$ cat config.mk
export PLATFORM = sky130hd
export DESIGN_NAME = ring_counter
export DESIGN_NICKNAME = d
export VERILOG_FILES = /design/src/rtl/ring_counter.sv
export SDC_FILE = /design/constraint.sdc
export NUM_CORES = 1
export LEC_CHECK = 0
export CORE_AREA = 5 5 42 44
export DETAILED_ROUTE_END_ITERATION = 10
export DIE_AREA = 0 0 47 49
export HOLD_SLACK_MARGIN = 0.1
export PLACE_DENSITY_LB_ADDON = 0.15
export SLEW_MARGIN = 20
export SYNTH_ARGS = -nofsm -noshare
export SYNTH_HDL_FRONTEND = slang
export SYNTH_SLANG_ARGS = --single-unit
export TNS_END_PERCENT = 50
$ cat constraint.sdc
create_clock -name clk -period 2.45 [get_ports clk]
set_clock_uncertainty 0.1 [all_clocks]
set_input_delay 0.49 -clock clk [delete_from_list [all_inputs] [get_ports clk]]
set_output_delay 0.49 -clock clk [all_outputs]
set_load 0.03 [all_outputs]
$ cat src/rtl/ring_counter.sv
// ring_counter: one-hot ring sequencer. A single set bit rotates left one
// position per clock; any non-one-hot value is replaced by INIT on the next
// edge, so the ring can never stay stuck in an illegal pattern.
module ring_counter #(
    parameter int            N    = 4,
    parameter logic [N-1:0]  INIT = {{(N-1){1'b0}}, 1'b1}
) (
    input  logic         clk,
    input  logic         reset,
    output logic [N-1:0] counter
);

    logic [N-1:0] r_counter;
    logic         w_nonzero;
    logic         w_single;
    logic         w_one_hot;
    logic [N-1:0] w_rotated;
    logic [N-1:0] w_next;

    // One-hot test on the current register value: nonzero, and clearing the
    // lowest set bit (x & (x-1)) leaves nothing behind.
    always_comb begin
        w_nonzero = (r_counter != '0);
        w_single  = ((r_counter & (r_counter - {{(N-1){1'b0}}, 1'b1})) == '0);
        w_one_hot = w_nonzero && w_single;
    end

    // Next state: rotate left with MSB wrapping to bit 0, or recover to INIT.
    always_comb begin
        w_rotated = {r_counter[N-2:0], r_counter[N-1]};
        w_next    = INIT;
        if (w_one_hot) begin
            w_next = w_rotated;
        end
    end

    // State register; reset forces INIT immediately, independent of clk.
    always_ff @(posedge clk or posedge reset) begin
        if (reset) begin
            r_counter <= INIT;
        end else begin
            r_counter <= w_next;
        end
    end

    // Output comes straight from the flops.
    assign counter = r_counter;

endmodule

**After elaboration in Yosys (flattened, before gate mapping)**

Cells that the tools add are included.

- Word-level logic and storage cells: 7
- Input port bits: 2
- Flip-flop bits (word level): 4

- Reductions and logical operators: 3
- Muxes and demuxes: 1
- Bitwise logic cells: 1
- Add/subtract/negate cells: 1

Operators by type and width:

| operator | count |
|---|---|
| $and 4x4->4 | 1 |
| $logic_not 4->1 | 1 |
| $mux 4 | 1 |
| $reduce_bool 4->1 | 1 |
| $sub 4x1->4 const B | 1 |
| $logic_and 1x1->1 | 1 |

**Depth between registers and ports, before layout**

Gate-level depths: netlist of the first run.

- Word-level depth: 5
- Depth in mapped cells: 2
- Gate-level depth less buffers: 2

**Worst setup path after synthesis of the first run**

Ideal clock, no wire load.

- Path kind: register to output
- Start: register r_counter[0] (netlist: counter[0])
- End: output counter[0]
- Required time: 1.860 ns
- Arrival: 0.632 ns
- Slack: 1.228 ns
- Cell stages (with the launch flop): 1
- Cell sequence: dfstp_2

RTL lines:

| item | line | text |
|---|---|---|
| start: declaration | 13 | `logic [N-1:0] r_counter;` |
| start signal: assignment | 42 | `r_counter <= w_next;` |
| end: declaration | 10 | `output logic [N-1:0] counter` |

No word-level cell between the ends.

**Worst setup path in the final report of the first run**

- Start: register r_counter[0] (netlist: counter[0])
- End: output counter[0]

No word-level cell between the ends.

==> flow_metrics.py, run 1 <==
metrics = {
    "route": {
        "first_pass_iters": 3,
        "drt_iter0_drc": 3,
        "wl_um": 340,
        "wl_per_cell_um": 9.19,
        "route.antenna.remaining_nets": 0,
        "routed_via_density": 3.51,
        "drc": 0,
        "via_count": 130,
    },
    "timing": {
        "report.final.slew_viol_count": 0,
        "rsz0062_at_grt": "no",
        "relSlewSlack_pct": 79.4,
        "hold_viol_final": 0,
        "tightest_slew_ns": 0.308,
        "finalCriticalPeriod_ns": 2.07,
        "fmax_mhz": 483,
        "worst_slack_ns": 0.378,
        "period_share_pct": 84.6,
        "setup_tns_ns": 0,
        "setup_viol": 0,
    },
    "clock_network": {
        "cts_max_level": 1,
        "cts.sinks": 4,
        "clk_pin_slew_ns": 0.05,
        "clk_latency_ns": 0.24,
        "cts_tree": "built",
        "cts_made_buffers": 3,
        "ctsLongestPathBuffers": 2,
        "postCtsSetupBuffers": 0,
        "cts_resized": 0,
        "cts-root-buf": "clkbuf_4",
        "ctsHoldBuffers": 0,
    },
    "yosys": {
        "synth_fp_nets": 14,
        "syn_area_um2": 156,
        "syn-instance-count": 12,
        "synth.distinct_cells": 7,
        "syn_avg_cell_area_um2": 13.0,
        "yosys_warnings": 0,
        "ys_seq_elements": 4,
        "yosysSeqAreaShare_pct": 64.8,
    },
    "setup_path": {
        "crit_fanout": 6,
        "critPathBufInv": 1,
        "worstPathArrival_ns": 1.48,
        "worst_setup_path_start_kind": "flop",
        "r2r-end": "counter[0]",
        "crit_family": "buffers and inverters",
        "r2r-start": "counter[0]",
        "path_cells": "clkdlybuf4s50_1",
        "cpPeakStageDelay_ns": 0.68,
        "end_kind": "output pin",
        "r2r.worst_path.cells": 2,
        "crit_path_top_delay_cell": "clkdlybuf4s50_1",
        "worst-setup-path-type": "reg2out",
        "rrSetupSlack_ns": 1.44,
        "worstPathRequired_ns": 1.86,
    },
    "final_layout": {
        "syn2layout_area_growth_pct": 61.6,
        "largest_reg_flops": 4,
        "nets": 24,
        "drive_above_1_share_pct": 19.0,
        "antenna_cells": 0,
    },
    "placed_design": {
        "io_buffers": 5,
        "pre_cts_slack_ns": 0.616,
        "gp_congestion": 0.717,
    },
    "power_and_ir_drop": {
        "power_frac_clock_pct": 57.2,
        "power.switching_mw": 0.0326,
        "share_comb_of_total_power_pct": 1.7,
        "p_leak_nw": 0.101,
        "peakVddDrop_uv": 202,
        "switching_share_pct": 20.1,
        "internal_power_mw": 0.129,
        "power.density_mw_per_mm2": 640,
        "pwr-share-seq_pct": 41.0,
    },
    "grt": {
        "grt_max_degree": 7,
        "globalRouteOverflowTotal": 0,
        "grt_first_pass_wirelength_um": 572,
        "grt_pass1_vias": 132,
        "gr-usage-all-layers_pct": 4.10,
        "antenna_found_initial": 0,
    },
    "die": {
        "die_h_um": 49,
        "die_w_um": 47,
        "num_rows": 14,
        "die-area_mm2": 0.00230,
        "coreArea_mm2": 0.00140,
        "io_pins": 6,
        "initial_core_util_pct": 11.2,
    },
    "job": {
        "maxCapViolations": 0,
    },
    "status": {
        "status": "finished, final reports clean",
    },
    "worst_hold_path": {
        "hold_class": "in2async",
    },
}
-- placed cells by master (no fill, tap or decap) --
cell,instances
clkbuf_4,3
nor4b_1,3
dfstp_2,1
o211ai_1,1
clkdlybuf4s50_1,5
xor2_1,1
clkbuf_1,1
dfrtp_1,3
o21ai_0,1
inv_1,2
-- layer usage --
layer / routed length, um / global-route usage [%] / vias to the layer above
met5: 0 / 0 / -
met3: 37 / 3.32 / 0
met2: 125 / 3.62 / 4
met1: 177 / 4.67 / 66
li1: - / - / 60
met4: 0 / 5.53 / 0
-- power groups by stage --
stage | sequential [mW] | combinational (mW) | clock [mW]
after global routing | 0.0663 | 0.00322 | 0.105
after floorplan | 0.0673 | 0.00109 | 0
after CTS | 0.0664 | 0.00290 | 0.0966
final | 0.0664 | 0.00283 | 0.0926
after detailed placement | 0.0673 | 0.00294 | 0
after global placement | 0.0673 | 0.00281 | 0
-- cell type report --
cell class / instances / area, um2
well taps: 16 / 20.0
flip-flops and latches: 4 / 101
fillers: 164 / 1150
multi-input cells: 6 / 47.5
clock buffers: 4 / 26.3
repair buffers: 5 / 50.0
inverters: 2 / 7.51
-- synth_stat cells, drive strengths merged --
| cell | instances | share of area (%) |
|---|---|---|
| inv | 2 | 4.8 |
| o211ai | 1 | 4.8 |
| nor4b | 3 | 17 |
| dfstp | 1 | 17 |
| dfrtp | 3 | 48 |
| xor2 | 1 | 5.6 |
| o21ai | 1 | 3.2 |
-- cells by family (layout without fill, tap and decap cells) --
| family | after synthesis | in the layout | share of synthesized area (%) |
|---|---|---|---|
| flops | 4 | 4 | 64.8 |
| simple gates | 3 | 3 | 16.8 |
| compound gates | 2 | 2 | 8.00 |
| buf+inv | 2 | 11 | 4.80 |
| xor+xnor | 1 | 1 | 5.60 |
-- metrics by stage --
stage | power [mW] | hold WS [ns] | area (um2) | util [%] | cells
final | 0.162 | 0.326 | 253 | 18.0 | 37
after global routing | 0.174 | 0.331 | 253 | 18.0 | 37
after global placement | 0.0701 | 0.433 | 226 | 16.2 | 33
after CTS | 0.166 | 0.323 | 253 | 18.0 | 37
after floorplan | 0.0684 | 0.155 | 156 | - | 12
after detailed placement | 0.0702 | 0.424 | 226 | 16.2 | 33
-- worst max path at each step --
stage               cells after the start       start         end
floorplan                               0  counter[0]  counter[0]
global placement                        1  counter[0]  counter[0]
detailed placement                      1  counter[0]  counter[0]
CTS                                     1  counter[0]  counter[0]
global route                            1  counter[0]  counter[0]
finish                                  1  counter[0]  counter[0]
Note: power is estimated with default switching activity, not from simulation.
==> inputs of run 2 (changes only) <==
clock period = 2 ns   (was 2.45 ns; I/O delays follow)
==> flow_metrics.py, run 2 (synthesis gave the netlist of run 1 again) <==
metrics = {
    "power_and_ir_drop": {
        "p_total_mw": 0.199,
        "power.density_mw_per_mm2": 791,
        "peakVddDrop_uv": 180,
        "p_leak_nw": 0.0993,
    },
    "clock_network": {
        "postCtsSetupBuffers": 0,
        "clk_pin_slew_ns": 0.05,
        "cts_made_buffers": 3,
        "ctsLongestPathBuffers": 2,
        "ctsHoldBuffers": 0,
        "cts_max_level": 1,
        "cts-root-buf": "clkbuf_4",
        "cts_resized": 1,
        "clk_latency_ns": 0.24,
        "cts_tree": "built",
        "cts.sinks": 4,
    },
    "timing": {
        "period_share_pct": 93.5,
        "finalCriticalPeriod_ns": 1.87,
        "setup_tns_ns": 0,
        "report.final.slew_viol_count": 0,
        "tightest_slew_ns": 0.307,
        "relSlewSlack_pct": 79.4,
        "setup_viol": 0,
        "rsz0062_at_grt": "no",
        "hold_viol_final": 0,
        "fmax_mhz": 535,
    },
    "setup_path": {
        "rrSetupSlack_ns": 1.00,
        "end_kind": "output pin",
        "r2r.worst_path.cells": 2,
        "cpPeakStageDelay_ns": 0.70,
        "path_cells": "clkdlybuf4s50_1",
        "worst-setup-path-type": "reg2out",
        "r2r-start": "counter[0]",
        "worst_setup_path_start_kind": "flop",
        "crit_family": "buffers and inverters",
        "worstPathArrival_ns": 1.37,
        "critPathBufInv": 1,
        "worstPathRequired_ns": 1.50,
        "crit_fanout": 6,
        "r2r-end": "counter[0]",
        "crit_path_top_delay_cell": "clkdlybuf4s50_1",
    },
    "route": {
        "routed_via_density": 3.30,
        "first_pass_iters": 1,
        "route.antenna.remaining_nets": 0,
        "via_count": 122,
        "drt_iter0_drc": 0,
        "drc": 0,
        "wl_per_cell_um": 10.2,
        "wl_um": 376,
    },
    "final_layout": {
        "mostFrequentLayoutCell": "clkdlybuf4s50_1",
        "layout_common_cells": "clkdlybuf4s50_1, nor4b_1, clkbuf_4, dfrtp_1, inv_1",
        "syn2layout_area_growth_pct": 60.8,
        "nets": 24,
        "antenna_cells": 0,
        "final_core_util_pct": 17.9,
        "largest_reg_flops": 4,
        "drive_above_1_share_pct": 19.0,
    },
    "die": {
        "die_w_um": 47,
        "num_rows": 14,
        "die_h_um": 49,
        "die-area_mm2": 0.00230,
        "coreArea_mm2": 0.00140,
        "initial_core_util_pct": 11.2,
        "io_pins": 6,
    },
    "grt": {
        "globalRouteOverflowTotal": 0,
        "grt_first_pass_wirelength_um": 641,
        "gr-usage-all-layers_pct": 4.73,
        "antenna_found_initial": 0,
        "grt_max_degree": 7,
        "grt_pass1_vias": 144,
    },
    "placed_design": {
        "gp_congestion": 0.658,
        "io_buffers": 5,
    },
    "worst_hold_path": {
        "hold_class": "in2async",
    },
    "job": {
        "maxCapViolations": 0,
    },
    "status": {
        "status": "finished, final reports clean",
    },
}
[run 2: cell count changes in the layout (fill, tap and decap cells not counted), sizes merged]
cell / change
clkdlybuf4s50: -1
dlygate4sd2: +1
[run 2: power by group]
part	internal, mW	switching (mW)
Combinational	0.00182	0.00178
Clock	0.0752	0.0387
Sequential	0.0813	0
[run 2: worst max path at each step]
stage | startpoint | end | slack, ns | cells past startpoint
6_report | counter[1] | counter[1] | 0.13 | 1
5_1_grt | counter[1] | counter[1] | 0.07 | 1
4_1_cts | counter[1] | counter[1] | 0.10 | 1
3_5_place_dp | counter[0] | counter[0] | 0.25 | 1
3_3_place_gp | counter[0] | counter[0] | 0.25 | 1
2_1_floorplan | counter[0] | counter[0] | 0.87 | 0
[run 2: metal layers]
| metal | track usage, % | wire (um) |
|---|---|---|
| met5 | 0 | 0 |
| met4 | 6.91 | 0 |
| met3 | 4.43 | 45 |
| met2 | 4.30 | 153 |
| met1 | 4.67 | 176 |
[run 2: layout make-up]
| type | count | area, um2 |
|---|---|---|
| well taps | 16 | 20.0 |
| multi-input cells | 6 | 47.5 |
| repair buffers | 5 | 48.8 |
| inverters | 2 | 7.51 |
| flip-flops and latches | 4 | 101 |
| fillers | 170 | 1150 |
| clock buffers | 4 | 26.3 |
[run 2: metrics by stage]
step / instances / worst slack (ns) / area [um2] / hold WS, ns
final: 37 / 0.131 / 251 / 0.243
after CTS: 37 / 0.104 / 251 / 0.235
after floorplan: 12 / 0.868 / 156 / 0.0654
after global routing: 37 / 0.0702 / 251 / 0.252
after detailed placement: 33 / 0.248 / 226 / 0.423
after global placement: 33 / 0.255 / 226 / 0.415
==> inputs of run 3 (changes only) <==
CTS_BUF_LIST = sky130_fd_sc_hd__clkbuf_4 sky130_fd_sc_hd__clkbuf_8   (was not set)
SLEW_MARGIN = 15   (was 20)
==> flow_metrics.py, run 3 (synthesis gave the netlist of run 1 again) <==
metrics = {
    "status": {
        "status": "finished, final reports clean",
    },
    "clock_network": {
        "cts_resized": 1,
        "ctsHoldBuffers": 0,
        "cts_tree": "built",
        "cts-root-buf": "clkbuf_4",
        "clk_latency_ns": 0.24,
        "cts_max_level": 1,
        "postCtsSetupBuffers": 0,
        "cts_made_buffers": 3,
        "clk_pin_slew_ns": 0.05,
        "ctsLongestPathBuffers": 2,
        "cts.sinks": 4,
    },
    "final_layout": {
        "final_core_util_pct": 18.2,
        "layout_common_cells": "clkbuf_4, clkdlybuf4s50_1, nor4b_1, dfrtp_1, inv_1",
        "nets": 24,
        "antenna_cells": 0,
        "syn2layout_area_growth_pct": 63.2,
        "drive_above_1_share_pct": 23.8,
        "largest_reg_flops": 4,
    },
    "timing": {
        "report.final.slew_viol_count": 0,
        "hold_slack_ns": 0.242,
        "relSlewSlack_pct": 79.4,
        "finalCriticalPeriod_ns": 1.87,
        "setup_tns_ns": 0,
        "setup_viol": 0,
        "fmax_mhz": 535,
        "period_share_pct": 93.4,
        "hold_viol_final": 0,
        "rsz0062_at_grt": "no",
        "tightest_slew_ns": 0.307,
    },
    "grt": {
        "grt_max_degree": 7,
        "gr-usage-all-layers_pct": 4.73,
        "grt_pass1_vias": 144,
        "antenna_found_initial": 0,
        "grt_first_pass_wirelength_um": 641,
        "globalRouteOverflowTotal": 0,
    },
    "route": {
        "drc": 0,
        "wl_per_cell_um": 9.97,
        "drt_iter0_drc": 0,
        "via_count": 121,
        "wl_um": 369,
        "routed_via_density": 3.27,
        "first_pass_iters": 1,
        "route.antenna.remaining_nets": 0,
    },
    "setup_path": {
        "crit_fanout": 6,
        "cpPeakStageDelay_ns": 0.70,
        "crit_family": "buffers and inverters",
        "end_kind": "output pin",
        "path_cells": "clkdlybuf4s50_1",
        "worstPathRequired_ns": 1.50,
        "worst-setup-path-type": "reg2out",
        "worstPathArrival_ns": 1.37,
        "crit_path_top_delay_cell": "clkdlybuf4s50_1",
        "worst_setup_path_start_kind": "flop",
        "critPathBufInv": 1,
    },
    "placed_design": {
        "io_buffers": 5,
        "gp_congestion": 0.658,
    },
    "die": {
        "initial_core_util_pct": 11.2,
        "num_rows": 14,
        "io_pins": 6,
        "die_w_um": 47,
        "die-area_mm2": 0.00230,
        "coreArea_mm2": 0.00140,
        "die_h_um": 49,
    },
    "power_and_ir_drop": {
        "pwr-share-seq_pct": 38.3,
        "share_comb_of_total_power_pct": 1.7,
        "peakVddDrop_uv": 181,
        "switching_share_pct": 19.1,
        "power.switching_mw": 0.0405,
        "p_leak_nw": 0.103,
        "internal_power_mw": 0.172,
        "power.density_mw_per_mm2": 832,
        "power_frac_clock_pct": 60.0,
    },
    "job": {
        "maxCapViolations": 0,
    },
    "worst_hold_path": {
        "hold_class": "in2async",
    },
}
run 3: layer usage:
| metal | track usage (%) | routed length (um) | up-vias |
|---|---|---|---|
| met5 | 0 | 0 | - |
| met3 | 4.43 | 45 | 0 |
| li1 | - | - | 61 |
| met4 | 6.91 | 0 | 0 |
| met1 | 4.67 | 168 | 56 |
| met2 | 4.30 | 155 | 4 |
run 3: power groups by stage:
stage	combinational (mW)	clock, mW	sequential [mW]
finish	0.00360	0.127	0.0814
global route	0.00410	0.141	0.0812
CTS	0.00367	0.135	0.0813
detailed placement	0.00367	0	0.0824
global placement	0.00369	0	0.0824
floorplan	0.00133	0	0.0824
run 3: worst paths after layout:
path / start / end / slack (ns) / cells past startpoint
worst min register to register: counter[2] / counter[1] / 0.42 / 1
worst max register to register: counter[0] / counter[0] / 1.00 / 2
worst min-delay path: reset / counter[1] / 0.24 / 2
max in group asynchronous: reset / counter[0] / 1.32 / 2
min in group clk: counter[2] / counter[1] / 0.42 / 1
worst max-delay path: counter[1] / counter[1] / 0.13 / 1
run 3: final cells by class:
| cell class | instances | area (um2) |
|---|---|---|
| Inverter | 2 | 7.51 |
| Fill cell | 168 | 1150 |
| Multi-Input combinational cell | 6 | 47.5 |
| Tap cell | 16 | 20.0 |
| Sequential cell | 4 | 101 |
| Clock buffer | 4 | 30.0 |
| Timing Repair Buffer | 5 | 48.8 |
run 3: per-stage QoR:
step	total power [mW]	setup slack [ns]	cell area [um2]	cells
after global routing	0.226	0.0684	255	37
after CTS	0.220	0.102	255	37
after floorplan	0.0838	0.868	156	12
after global placement	0.0861	0.255	226	33
final	0.212	0.131	255	37
after detailed placement	0.0861	0.248	226	33
